<file path="src/rtl/apb_ctrl_pkg.sv">
// Shared types for the two-requester APB master: FSM state, default bus widths,
// requester command record and the wait-counter sizing helper.
package apb_ctrl_pkg;

  localparam int DEF_ADDR_W = 32;
  localparam int DEF_DATA_W = 32;

  typedef enum logic [1:0] {
    IDLE   = 2'd0,
    SETUP  = 2'd1,
    ACCESS = 2'd2
  } apb_state_e;

  typedef struct packed {
    logic                  we;
    logic [DEF_ADDR_W-1:0] addr;
    logic [DEF_DATA_W-1:0] wdata;
  } apb_cmd_t;

  // A disabled timeout (0) still needs a 1-bit counter to keep the netlist legal.
  function automatic int cnt_width(input int tmo);
    return (tmo < 1) ? 1 : $clog2(tmo + 1);
  endfunction

endpackage

</file>
<file path="src/rtl/apb_master_arb_rr_arb2.sv">
// Two-way round-robin arbiter; the pointer names the requester that wins a tie
// and flips to the other side after every grant.
module rr_arb2 (
  input  logic       clk_i,
  input  logic       rst_i,
  input  logic [1:0] req,
  input  logic       advance,
  output logic [1:0] gnt
);

  logic ptr_q, ptr_d;

  always_comb begin
    gnt = req;
    if (req == 2'b11) gnt = ptr_q ? 2'b10 : 2'b01;
  end

  // Granting requester 0 hands priority to 1 and vice versa.
  always_comb begin
    ptr_d = ptr_q;
    if (advance && (gnt != 2'b00)) ptr_d = gnt[0];
  end

  always_ff @(posedge clk_i) begin
    if (rst_i) ptr_q <= 1'b0;
    else       ptr_q <= ptr_d;
  end

endmodule

</file>
<file path="src/rtl/apb_master_arb.sv">
// APB master shared by two req/done requesters: round-robin grant, SETUP/ACCESS
// sequencing and a wait-state timeout that aborts a transfer stuck on pready=0.
module apb_master_arb
  import apb_ctrl_pkg::*;
#(
  parameter int ADDR_W  = DEF_ADDR_W,
  parameter int DATA_W  = DEF_DATA_W,
  parameter int TIMEOUT = 16
) (
  input  logic                pclk,
  input  logic                preset,
  input  logic [1:0]          req,
  input  logic [1:0]          we,
  input  logic [2*ADDR_W-1:0] addr,
  input  logic [2*DATA_W-1:0] wdata,
  output logic [1:0]          done,
  output logic [DATA_W-1:0]   rdata,
  output logic                err,
  output logic                psel,
  output logic                penable,
  output logic                pwrite,
  output logic [ADDR_W-1:0]   paddr,
  output logic [DATA_W-1:0]   pwdata,
  input  logic [DATA_W-1:0]   prdata,
  input  logic                pready,
  input  logic                pslverr
);

  localparam int               CNT_W   = cnt_width(TIMEOUT);
  localparam logic [CNT_W-1:0] TMO_CNT = CNT_W'(TIMEOUT);

  apb_state_e        state_q, state_d;
  logic [CNT_W-1:0]  wait_q, wait_d;
  logic              gnt_idx_q, gnt_idx_d;
  logic              pwrite_q, pwrite_d;
  logic [ADDR_W-1:0] paddr_q, paddr_d;
  logic [DATA_W-1:0] pwdata_q, pwdata_d;
  logic [1:0]        gnt;
  logic              start, tmo_hit, finish;

  assign start   = (state_q == IDLE) && (req != 2'b00);
  assign tmo_hit = (TIMEOUT != 0) && (wait_q == TMO_CNT) && !pready;
  assign finish  = (state_q == ACCESS) && (pready || tmo_hit);

  rr_arb2 u_arb (
    .clk_i   (pclk),
    .rst_i   (preset),
    .req     (req),
    .advance (start),
    .gnt     (gnt)
  );

  always_ff @(posedge pclk) begin
    if (preset) state_q <= IDLE;
    else        state_q <= state_d;
  end

  always_comb begin
    state_d = state_q;
    unique case (state_q)
      IDLE:    if (req != 2'b00) state_d = SETUP;
      SETUP:   state_d = ACCESS;
      ACCESS:  if (finish) state_d = IDLE;
      default: state_d = IDLE;
    endcase
  end

  // Command is captured only at the grant edge and held through ACCESS and IDLE.
  always_comb begin
    gnt_idx_d = gnt_idx_q;
    pwrite_d  = pwrite_q;
    paddr_d   = paddr_q;
    pwdata_d  = pwdata_q;
    if (start) begin
      gnt_idx_d = gnt[1];
      pwrite_d  = gnt[1] ? we[1] : we[0];
      paddr_d   = gnt[1] ? addr[2*ADDR_W-1:ADDR_W]   : addr[ADDR_W-1:0];
      pwdata_d  = gnt[1] ? wdata[2*DATA_W-1:DATA_W] : wdata[DATA_W-1:0];
    end
    wait_d = '0;
    if ((state_q == ACCESS) && !finish) wait_d = wait_q + 1'b1;
  end

  always_ff @(posedge pclk) begin
    if (preset) begin
      wait_q    <= '0;
      gnt_idx_q <= 1'b0;
      pwrite_q  <= 1'b0;
      paddr_q   <= '0;
      pwdata_q  <= '0;
    end else begin
      wait_q    <= wait_d;
      gnt_idx_q <= gnt_idx_d;
      pwrite_q  <= pwrite_d;
      paddr_q   <= paddr_d;
      pwdata_q  <= pwdata_d;
    end
  end

  // A reset landing on the completing cycle suppresses the done pulse.
  always_comb begin
    psel    = (state_q != IDLE);
    penable = (state_q == ACCESS);
    done    = 2'b00;
    rdata   = '0;
    err     = 1'b0;
    if (finish && !preset) begin
      done[gnt_idx_q] = 1'b1;
      if (pready) begin
        rdata = prdata;
        err   = pslverr;
      end else begin
        err = 1'b1;
      end
    end
  end

  assign pwrite = pwrite_q;
  assign paddr  = paddr_q;
  assign pwdata = pwdata_q;

endmodule

</file>
<file path="config.mk">
export PLATFORM = sky130hd
export DESIGN_NAME = apb_master_arb
export DESIGN_NICKNAME = d
export VERILOG_FILES = /design/src/rtl/apb_ctrl_pkg.sv /design/src/rtl/apb_master_arb_rr_arb2.sv /design/src/rtl/apb_master_arb.sv
export SDC_FILE = /design/constraint.sdc
export NUM_CORES = 1
export LEC_CHECK = 0
export BUFFER_PORTS_ARGS = -buffer_cell sky130_fd_sc_hd__buf_2
export CORE_AREA = 2 2 105 107
export CTS_BUF_LIST = sky130_fd_sc_hd__clkbuf_8 sky130_fd_sc_hd__clkbuf_16
export DETAILED_ROUTE_END_ITERATION = 8
export DIE_AREA = 0 0 107 109
export GPL_ROUTABILITY_DRIVEN = 0
export HOLD_SLACK_MARGIN = 0.15
export PLACE_DENSITY = 0.74
export SYNTH_ARGS = -nofsm -noshare
export SYNTH_HDL_FRONTEND = slang
export SYNTH_SLANG_ARGS = --single-unit
</file>
<file path="constraint.sdc">
create_clock -name pclk -period 2.4 [get_ports pclk]
set_clock_uncertainty 0.2 [all_clocks]
set_input_delay 0.12 -clock pclk [delete_from_list [all_inputs] [get_ports pclk]]
set_output_delay 0.12 -clock pclk [all_outputs]
set_load 0.01 [all_outputs]
</file>
* Word level (Yosys, flattened, before mapping)
Index checks and enable logic that the tools add are counted.
** Word-level totals
- Bits in registers :: 74
- Input bits :: 168
- Output and inout port bits :: 102
- Logic and storage cells :: 49
** Cells by class
- Add/subtract/negate cells :: 1
- $lt $le $gt $ge :: 2
- Equality and inequality tests :: 6
- Multiplexer cells :: 15
- Bitwise logic cells :: 1
- Reduce and logical (&&, ||, !) cells :: 17
** Operators by type and width (count)
- $mux 32 :: 4
- $mux 2 :: 5
- $logic_and 1x1->1 :: 7
- $pmux 2 s3 :: 1
- $reduce_bool 2->1 :: 3
- $add 5x1->5 const B :: 1
- $eq 5x5->1 const B :: 1
- $eq 2x2->1 const B :: 2
- $mux 1 :: 4
- $ne 2x1->1 const B :: 2
- $logic_not 1->1 :: 3
- $eq 2x1->1 const B :: 1
- $logic_not 2->1 :: 1
- $lt 1x2->1 const B :: 1
- $reduce_and 2->1 :: 1
- $reduce_or 2->1 :: 1
- $demux 1 s1 :: 1
- $ge 1x1->1 const B :: 1
- $logic_or 1x1->1 :: 1
- $not 1->1 :: 1

* Depth between registers and ports, before layout
- Depth in word-level cells :: 8
- Mapped depth :: 6

* Cells and area by module
From an unflattened synthesis, not the netlist that was laid out.
** Second synthesis, totals
- Cells, all modules :: 388
- Area total of the unflattened synthesis :: 3784.9 sq um
** By module, submodules not included
- apb_master_arb :: instances 1, cells each 381, area an instance 3719.8 sq um, sequential area each 1461.4 sq um
- rr_arb2 :: instances 1, cells each 7, area an instance 65.1 sq um, sequential area each 20.0 sq um

* Worst setup path after synthesis
Ideal clock, no wire load.
- Kind :: register to register
- Start :: reg wait_q[0]
- End :: reg wait_q[2]
- Data arrival time :: 1.246 ns
- Slack :: 0.890 ns
- Cell stages (with the launch flop) :: 7
- Path buffers :: 1
- Clock period less this slack :: 1.510 ns
- Cells stage by stage :: dfxtp_1 inv_1 ha_1 nor4bb_1 or3b_1 clkbuf_1 nor2_1
** Between the ends
- Word-level cells in the longest chain between the ends :: 8
- Elaborated cells on any way between the ends :: 9
- Classes of those cells :: add/sub: 1; eq/ne: 1; bitwise: 1; reduce/logical: 6
** Ends and longest elaborated chain
- from (decl) :: RTL line apb_master_arb.sv:33 : logic [CNT_W-1:0] wait_q, wait_d;
- from (signal assigned) :: RTL line apb_master_arb.sv:92 : wait_q <= wait_d;
- $eq 5x5->1 :: RTL line apb_master_arb.sv:42 : assign tmo_hit = (TIMEOUT != 0) && (wait_q == TMO_CNT) && !pready;
- $logic_and 1x1->1 :: RTL line apb_master_arb.sv:42
- $logic_or 1x1->1 :: RTL line apb_master_arb.sv:43 : assign finish = (state_q == ACCESS) && (pready || tmo_hit);
- $logic_and 1x1->1 :: RTL line apb_master_arb.sv:43
- $logic_not 1->1 :: RTL line apb_master_arb.sv:81 : if ((state_q == ACCESS) && !finish) wait_d = wait_q + 1'b1;
- $logic_and 1x1->1 :: RTL line apb_master_arb.sv:81
- $not 1->1 (no line)
- $reduce_or 2->1 (no line)
Parallel ways exist; a longest one is shown, timed or not.
A chain may end at the register's enable or synchronous reset.

* Worst setup path in the final report
- Start :: reg state_q[0]
- End :: reg pwdata_q[31], in the netlist pwdata[31]
** Between the ends
- Word-level cells in the longest chain between the ends :: 2
** Ends and longest elaborated chain
- from (decl) :: RTL line apb_master_arb.sv:32 : apb_state_e state_q, state_d;
- from (signal assigned) :: RTL line apb_master_arb.sv:55 : else state_q <= state_d;
- $logic_not 2->1 :: RTL line apb_master_arb.sv:41 : assign start = (state_q == IDLE) && (req != 2'b00);
- $logic_and 1x1->1 :: RTL line apb_master_arb.sv:41
- to (signal assigned) :: RTL line apb_master_arb.sv:96 : pwdata_q <= pwdata_d;
- to (decl) :: RTL line apb_master_arb.sv:37 : logic [DATA_W-1:0] pwdata_q, pwdata_d;
No other way between the ends.

==> results.cfg <==
[outcome]
outcome = finished, final reports clean

[sta]
setup-violations-final = 0
rsz0062_at_grt = true
finalHoldViolCount = 0
maxSlewHeadroom_pct = 49.0
worst_pin_slew_ns = 0.766
drv_slew = 0
fin_ws_ns = 0.0735
fin_crit_sh_pct = 96.9
timing.fmax_ghz = 0.430
fin_crit_ns = 2.33

[floorplan]
dieArea_sq_mm = 0.0117
rows = 38
die_height_microns = 109
io_pins = 270
design.core.area_sq_mm = 0.0106
start_util_pct = 35.5
die_x_microns = 107

[synth]
synth_ff_type = dfxtp_1
synthTopCellsByArea = dfxtp_1 (39%), a311oi_1 (15%), a21oi_1 (9.0%)
synth-seq-cells = 74
synthDominantCellAreaShare_pct = 39.3
avgSynthCellArea_sq_um = 7.98
synth.distinct_cells = 25
syn_nets = 642
yosysTopAreaCell = dfxtp_1
synthCells = 472
async_flop_share_pct = 0
synth_edf_count = 0
synth_warnings = 0
synth_seq_area_share_pct = 39.3
syn-cell-area_sq_mm = 0.00377

[grt]
grt_pass1_wl_microns = 26100
antenna_found_initial = 0
grt_pass1_vias = 5310
gr-total-overflow = 0
track_usage_pct = 28.3
grt_max_degree = 70

[cells_and_area]
n_antenna_cell = 0
area_growth_pct = 76.5
final_util_pct = 62.7
layout_common_cells = buf_2 (269), dlygate4sd3_1 (133), dfxtp_1 (74)
nets = 1004
mostFrequentLayoutCell = buf_2
drive_gt1_share_pct = 36.2

[routing]
route.vias.total = 5468
first_pass_iters = 6
drcViolationCount = 0
drtIter0Drc = 488
antenna_left = 0
routedWlPerCell_microns = 17.7
drt-total-wl_microns = 17300
via_per_inst = 5.60

[clock_network]
clk_latency_ns = 0.34
cts.sink_count = 74
clk_path_buf_depth = 2
root_buffer = clkbuf_8
numCtsBuffers = 9
clk_pin_slew_ns = 0.07
htreeDepth = 3
cts_tree = built
cts_setup_buffers = 0

[worst_setup_path]
crit_buf_inv = 2
startpoint_type = register
slowest_stage = dlygate4sd3_1
cp.required_ns = 2.48
crit_arrival_ns = 2.41
crit_fanout = 45
r2r_cells = 5
endpoint_kind = register
crit_chain = nor2_4, buf_4, a21oi_1, a311oi_1, dlygate4sd3_1
worstSetupPathDepth = 5
slowest_delay_ns = 0.61
crit_family = buffers and inverters
path_class = register to register

[power_and_ir_drop]
power_uw = 3570
peakVddDrop_mv = 0.304
leakagePower_uw = 0.00323
powerDensity_mw_per_mm2 = 537

[place]
pre_cts_ws_ns = 0.548
dpl.hpwl_microns = 10600
io_buffer_count = 269

[min_path]
hold_class = input port to register
holdPathStages = 4

[job]
maxCapViolCount = 0
registers in the layout, indices dropped and copies added, names as in the netlist:
| name | cells |
|---|---|
| paddr | 32 |
| pwrite | 1 |
| wait_q | 5 |
| pwdata | 32 |
| u_arb.ptr_q | 1 |
| gnt_idx_q | 1 |
| state_q | 2 |
final cells by class:
class                   count  area [sq um]
clock buffers              11           151
clock inverters             2          7.51
fillers                   908          3960
inverters                   7          26.3
multi-input cells         326          1990
flip-flops and latches     74          1480
well taps                 140           175
repair buffers            416          2820
worst reg2reg max path: cells and delay by family (launching register included):
kind / cells / cell delay, ns
compound gates: 2 / 0.50
buf+inv: 2 / 1.06
flops: 1 / 0.37
simple gates: 1 / 0.14
cell usage after synthesis (2+ instances only):
| cell | number |
|---|---|
| a21oi_1 | 68 |
| a311oi_1 | 66 |
| and3_1 | 32 |
| buf_2 | 22 |
| buf_4 | 2 |
| buf_6 | 2 |
| clkbuf_1 | 39 |
| dfxtp_1 | 74 |
| ha_1 | 2 |
| inv_1 | 6 |
| nand2b_1 | 2 |
| nand3_1 | 68 |
| nor2_1 | 9 |
| o21ai_0 | 68 |
| xor2_1 | 2 |
routing by layer:
layer	share of wire, %	global-route usage [%]	vias to the layer above
met5	0	0	-
met1	34	28.2	2545
li1	-	-	2520
met4	5.2	17.3	0
met3	7.7	6.16	71
met2	53	53.5	332
what timing repair did:
action	in CTS	in global routing
hold buffers	133	0
endpoints found under the setup margin	0	35
endpoints found under the hold margin	73	0
resized for setup	0	2
logic make-up (layout without fill, tap and decap cells):
kind of cell | Yosys count | after routing | synth area share [%]
buf+inv | 72 | 436 | 8.50
compound gates | 202 | 202 | 33.4
xor+xnor | 3 | 3 | 0.698
flops | 74 | 74 | 39.3
fa+ha+maj | 2 | 2 | 0.664
simple gates | 119 | 119 | 17.4
worst paths after layout:
kind / slack (ns) / from / to
worst max-delay path: 0.07 / state_q[0]$_SDFFE_PP0P_ / pwdata[31]$_SDFFE_PP0P_
worst min register to register: 0.29 / wait_q[0]$_SDFF_PP0_ / wait_q[0]$_SDFF_PP0_
worst min-delay path: 0.19 / req[1] / gnt_idx_q$_SDFFE_PP0P_
worst max register to register: 0.07 / state_q[0]$_SDFFE_PP0P_ / pwdata[31]$_SDFFE_PP0P_
report_power, final:
group | switching, uW | internal [uW] | leakage, uW
sequential | 86.7 | 1380 | 0.000614
clock | 437 | 408 | 0.0000897
combinational | 634 | 631 | 0.00253
total | 1160 | 2410 | 0.00323
through the flow:
step	TNS [ns]	std cells	hold WS (ns)	cell area (sq um)
final	0	976	0.194	6650
after floorplan	0	472	0.0947	3770
after CTS	0	976	0.169	6640
after global routing	-0.0177	976	0.208	6650
after global placement	0	830	0.207	5150
after detailed placement	0	830	0.214	5150
Power figures use the tool's default switching activity.
